## config.mk

```make
export PLATFORM = sky130hd
export DESIGN_NAME = pipe_ctrl
export DESIGN_NICKNAME = d
export VERILOG_FILES = /design/src/rtl/pipe_ctrl_pkg.sv /design/src/rtl/pipe_ctrl_hazard.sv /design/src/rtl/pipe_ctrl.sv
export SDC_FILE = /design/constraint.sdc
export NUM_CORES = 1
export LEC_CHECK = 0
export BUFFER_PORTS_ARGS = -buffer_cell sky130_fd_sc_hd__buf_4
export CORE_UTILIZATION = 36
export CTS_CLUSTER_SIZE = 8
export DETAILED_ROUTE_END_ITERATION = 16
export PLACE_DENSITY = 0.95
export SYNTH_ARGS = -nofsm -noshare
export SYNTH_HDL_FRONTEND = slang
export SYNTH_SLANG_ARGS = --single-unit
```

## constraint.sdc

```tcl
create_clock -name clk -period 4.56 [get_ports clk]
set_input_delay 0.456 -clock clk [delete_from_list [all_inputs] [get_ports clk]]
set_output_delay 0.456 -clock clk [all_outputs]
set_load 0.02 [all_outputs]
```

## src/rtl/pipe_ctrl_pkg.sv

```systemverilog
// Shared definitions for the pipeline controller: FSM state encodings,
// register-file constants and the NOP bubble loaded by flushed registers.
package pipe_ctrl_pkg;

  typedef enum logic [1:0] {
    PC_ST_RUN      = 2'd0,
    PC_ST_LD_BUB   = 2'd1,
    PC_ST_MEM_WAIT = 2'd2
  } pc_state_e;

  localparam logic [4:0]  ZERO_REG = 5'd0;
  localparam logic [31:0] NOP_INSN = 32'h0000_0013;

endpackage

```

## src/rtl/pipe_ctrl_hazard.sv

```systemverilog
// Load-use hazard compare between the ID-stage source registers and the
// destination of a load sitting in EX. Purely combinational.
module pipe_ctrl_hazard
  import pipe_ctrl_pkg::*;
(
  input  logic       ex_mem_rd_i,
  input  logic [4:0] ex_rd_addr_i,
  input  logic [4:0] id_rs1_addr_i,
  input  logic [4:0] id_rs2_addr_i,
  input  logic       id_rs1_re_i,
  input  logic       id_rs2_re_i,
  output logic       hazard_o
);

  logic rs1_hit;
  logic rs2_hit;

  assign rs1_hit  = id_rs1_re_i & (id_rs1_addr_i == ex_rd_addr_i);
  assign rs2_hit  = id_rs2_re_i & (id_rs2_addr_i == ex_rd_addr_i);
  assign hazard_o = ex_mem_rd_i & (ex_rd_addr_i != ZERO_REG) & (rs1_hit | rs2_hit);

endmodule

```

## src/rtl/pipe_ctrl.sv

```systemverilog
// Pipeline hold/flush controller: arbitrates bus waits, EX redirects and
// load-use bubbles, with a bus-wait watchdog. Optional perf counters: PIPE_CTRL_PERF_EN.
module pipe_ctrl
  import pipe_ctrl_pkg::*;
#(
  parameter int TIMEOUT_CYC = 16,
  parameter int XLEN        = 32
) (
  input  logic            clk,
  input  logic            rst_n,
  input  logic            jump_en_i,
  input  logic [XLEN-1:0] jump_addr_i,
  input  logic [4:0]      id_rs1_addr_i,
  input  logic [4:0]      id_rs2_addr_i,
  input  logic            id_rs1_re_i,
  input  logic            id_rs2_re_i,
  input  logic [4:0]      ex_rd_addr_i,
  input  logic            ex_mem_rd_i,
  input  logic            mem_req_i,
  input  logic            mem_ack_i,
  output logic            pc_jump_en_o,
  output logic [XLEN-1:0] pc_jump_addr_o,
  output logic            hold_pc_o,
  output logic            hold_if_id_o,
  output logic            hold_id_ex_o,
  output logic            flush_if_id_o,
  output logic            flush_id_ex_o,
  output logic            bus_err_o,
  output logic [1:0]      state_o,
  output logic [31:0]     stall_cnt_o,
  output logic [31:0]     flush_cnt_o
);

  localparam int CNT_W = (TIMEOUT_CYC > 0) ? $clog2(TIMEOUT_CYC + 1) : 1;

  pc_state_e  state_q, state_d;
  logic [CNT_W-1:0] wait_cnt_q;
  logic hazard, bus_wait, in_run, evaluate, do_jump, do_haz, timeout_hit, abort;

  pipe_ctrl_hazard u_hazard (
    .ex_mem_rd_i   (ex_mem_rd_i),
    .ex_rd_addr_i  (ex_rd_addr_i),
    .id_rs1_addr_i (id_rs1_addr_i),
    .id_rs2_addr_i (id_rs2_addr_i),
    .id_rs1_re_i   (id_rs1_re_i),
    .id_rs2_re_i   (id_rs2_re_i),
    .hazard_o      (hazard)
  );

  // An acked MEM_WAIT cycle is judged exactly like RUN (hazard unmasked).
  assign bus_wait    = mem_req_i & ~mem_ack_i;
  assign in_run      = (state_q == PC_ST_RUN) | (state_q == PC_ST_LD_BUB);
  assign evaluate    = (in_run & ~bus_wait) | ((state_q == PC_ST_MEM_WAIT) & mem_ack_i);
  assign do_jump     = evaluate & jump_en_i;
  assign do_haz      = evaluate & ~jump_en_i & hazard & (state_q != PC_ST_LD_BUB);
  assign timeout_hit = (TIMEOUT_CYC != 0) && (wait_cnt_q == CNT_W'(TIMEOUT_CYC));
  assign abort       = (state_q == PC_ST_MEM_WAIT) & ~mem_ack_i & timeout_hit;

  always_ff @(posedge clk or negedge rst_n) begin
    if (!rst_n) begin
      state_q    <= PC_ST_RUN;
      wait_cnt_q <= '0;
    end else begin
      state_q <= state_d;
      if (in_run && bus_wait)
        wait_cnt_q <= CNT_W'(1);
      else if (state_q == PC_ST_MEM_WAIT && !mem_ack_i && !abort)
        wait_cnt_q <= wait_cnt_q + CNT_W'(1);
      else
        wait_cnt_q <= '0;
    end
  end

  always_comb begin
    state_d = PC_ST_RUN;
    case (state_q)
      PC_ST_RUN, PC_ST_LD_BUB: begin
        if (bus_wait)    state_d = PC_ST_MEM_WAIT;
        else if (do_haz) state_d = PC_ST_LD_BUB;
      end
      PC_ST_MEM_WAIT: begin
        if (mem_ack_i)   state_d = do_haz ? PC_ST_LD_BUB : PC_ST_RUN;
        else if (!abort) state_d = PC_ST_MEM_WAIT;
      end
      default: state_d = PC_ST_RUN;
    endcase
  end

  always_comb begin
    pc_jump_en_o   = 1'b0;
    pc_jump_addr_o = '0;
    hold_pc_o      = 1'b0;
    hold_if_id_o   = 1'b0;
    hold_id_ex_o   = 1'b0;
    flush_if_id_o  = 1'b0;
    flush_id_ex_o  = 1'b0;
    bus_err_o      = 1'b0;
    state_o        = state_q;
    if (!rst_n) begin
      state_o = '0;
    end else if ((in_run && bus_wait) ||
                 (state_q == PC_ST_MEM_WAIT && !mem_ack_i && !abort)) begin
      hold_pc_o    = 1'b1;
      hold_if_id_o = 1'b1;
      hold_id_ex_o = 1'b1;
    end else if (abort) begin
      bus_err_o     = 1'b1;
      flush_id_ex_o = 1'b1;
    end else if (do_jump) begin
      pc_jump_en_o   = 1'b1;
      pc_jump_addr_o = jump_addr_i;
      flush_if_id_o  = 1'b1;
      flush_id_ex_o  = 1'b1;
    end else if (do_haz) begin
      hold_pc_o     = 1'b1;
      hold_if_id_o  = 1'b1;
      flush_id_ex_o = 1'b1;
    end
  end

`ifdef PIPE_CTRL_PERF_EN
  logic [31:0] stall_cnt_q, flush_cnt_q;

  always_ff @(posedge clk or negedge rst_n) begin
    if (!rst_n) begin
      stall_cnt_q <= '0;
      flush_cnt_q <= '0;
    end else begin
      stall_cnt_q <= stall_cnt_q + {31'd0, hold_pc_o};
      flush_cnt_q <= flush_cnt_q + {31'd0, pc_jump_en_o};
    end
  end

  assign stall_cnt_o = stall_cnt_q;
  assign flush_cnt_o = flush_cnt_q;
`else
  assign stall_cnt_o = 32'd0;
  assign flush_cnt_o = 32'd0;
`endif

endmodule

```

==> run summary <==
status - complete, no violations
Post-Synthesis Cells - 166
Post-CTS Setup Inserts - 0
DRT Pass-1 Iters - 4
post-synth cell types - 32
Die Wd - 62.7 µm
GR Util All Layers - 13.6%
Ports - 160
antenna cells - 0
final setup TNS - 0 ns
top-count cell post-synth - buf_4
Crit-path slowest cell - and3b_4
First DRT Iteration DRCs - 16
PnR worst setup slack - 1.75 ns
CP endpoint kind - primary output
share of flip-flops with an asynchronous set or reset - 100%
largest fanout on the critical path - 34
IO buf count - 95
CP Cell Sequence - inv_1 > ha_1 > nor4bb_2 > or3_1 > and3b_4 > and2_4 > buf_4
dpl ws - 2.06 ns
via/cell ratio - 3.82
Root Buffer - clkbuf_8
pwr dens - 175 nW/µm²
row count - 21
die height - 62.7 µm
Clock Skews - 0.00319 ns
TritonCTS clock tree - built
Post-DP HPWL - 2.37 mm
vias in the first global route - 1024
antenna viol nets, final - 0
Yosys reg bits - 7
WP data required - 4.10 ns
startpoint class of the critical path - flop
sequential share of the synthesized area - 13.2%
Worst-path clk slew - 0.04 ns
setup violators final - 0
DRC Markers - 0
Slew Viols, Final - 0
Hold WC Path Type - in2async
ys flop type - dfrtp_1
reg2reg setup slack - 2.95 ns
largest net degree at the start of global routing - 35
area delta synth->final - 38.8%
Setup CP Type - reg2out
layout net count - 316
top cells by area, synth - buf_4 (38%), dfrtp_1 (13%), and2_1 (12%)
drt wl/cell - 9.40 µm
starting density of the core - 38.6%
H-tree depth - 1
drt total wl - 2.86 mm
synthesized area - 1330 µm²
largest stage delay on the critical path - 0.46 ns
core box area - 3440 µm²
leading area contributor after synthesis - buf_4
Max Clock Freq - 355 MHz
layout cells sized above 1 - 42.2%
final hold vios - 0
top-area cell type share of the netlist area - 37.9%
initial antenna violation count - 0
CP arrival - 2.36 ns
RSZ-0062 raised after global routing - false
top cells by count, synth - buf_4 (67), and2_1 (26), xor2_1 (10), and2_4 (9)
first-pass GRT wire length - 4.40 mm
VDD IR-drop max - 0.158 mV
Num Clock Sinks - 7
Max-Cap Viols - 0
die area - 3930 µm²
post-cts resize count - 0
Hold Buf Count CTS - 0
Ys Warns - 0
CTS Buffer Depth - 2
Num CTS Buffers - 3
RD Place Congestion - 0.826
minimum clock period - 2.81 ns
total number of vias - 1161
Syn Area/Cell - 8.00 µm²
GR Overflow Total - 0
Final period util - 61.7%
worst skew pair latency - 0.23 ns
number of enable flip-flop cells after synthesis - 0
Leakage - 1.06 nW
[where the power goes]
group | switching (mW) | leakage, nW | total (mW) | internal, mW
registers | 0.00309 | 0.0952 | 0.0680 | 0.0649
logic | 0.0989 | 0.939 | 0.165 | 0.0659
clock network | 0.0285 | 0.0228 | 0.0891 | 0.0606
[area by class of cell]
class	count	area [µm²]
clock buffer	4	45.0
fill	336	1600
inverter	5	18.8
multi-input combinational	147	833
sequential	7	175
tap	46	57.6
timing repair buffer	95	713
[path summary, 6_finish.rpt]
path	from	end	cells past startpoint
setup / recovery	wait_cnt_q[0]$_DFF_PN0_	pc_jump_addr_o[29]	7
max in group asynchronous	rst_n	wait_cnt_q[3]$_DFF_PN0_	1
min in group clk	ex_mem_rd_i	state_q[0]$_DFF_PN0_	3
setup reg to reg	wait_cnt_q[0]$_DFF_PN0_	wait_cnt_q[0]$_DFF_PN0_	5
hold reg to reg	wait_cnt_q[4]$_DFF_PN0_	wait_cnt_q[4]$_DFF_PN0_	2
hold / removal	rst_n	wait_cnt_q[2]$_DFF_PN0_	1
[cell usage in the layout, fill, tap and decap left out, types with 3 or more instances in the layout]
master / instances
conb_1: 64
clkbuf_8: 3
xor2_1: 10
inv_1: 5
xnor2_1: 3
dfrtp_1: 7
buf_4: 95
and2_1: 26
nor2_1: 7
and2_4: 9
[metrics by stage]
stage | instances | power [mW] | cell area, µm² | utilization, % | hold WS (ns)
after floorplan | 229 | 0.214 | 1560 | - | 0.160
after global placement | 300 | 0.230 | 1800 | 52.2 | 0.291
after detailed placement | 300 | 0.232 | 1800 | 52.2 | 0.292
after CTS | 304 | 0.323 | 1840 | 53.5 | 0.0496
after global routing | 304 | 0.342 | 1840 | 53.5 | 0.0462
final | 304 | 0.322 | 1840 | 53.5 | 0.0480
[state kept, by name (all words and copies together) (netlist names)]
register,cells
state_q,2
wait_cnt_q,5
[cell families (layout without fill, tap and decap cells)]
logic type | Yosys count | after routing | share of synthesized area (%)
AOI/OAI and AO/OA | 11 | 11 | 6.03
buffers and inverters | 75 | 104 | 41.8
xor gates and xnor gates | 13 | 13 | 8.58
adders and majority gates | 2 | 2 | 1.88
DFF | 7 | 7 | 13.2
other | 1 | 64 | 0.282
and+or+nand+nor | 57 | 57 | 28.2
[worst max-delay path: cells and delay by family (launching register included)]
kind                       cells  cell delay [ns]
adders and majority gates      1             0.15
buffers and inverters          2             0.22
DFF                            1             0.41
and+or+nand+nor                4             1.35
[routing by layer]
metal	routed length, µm	global-route usage (%)	vias to the layer above
li1	-	-	577
met1	957	12.7	507
met2	1600	27.0	73
met3	278	4.38	4
met4	23	4.65	0
met5	0	0	-
Note: power is estimated with default switching activity, not from simulation.
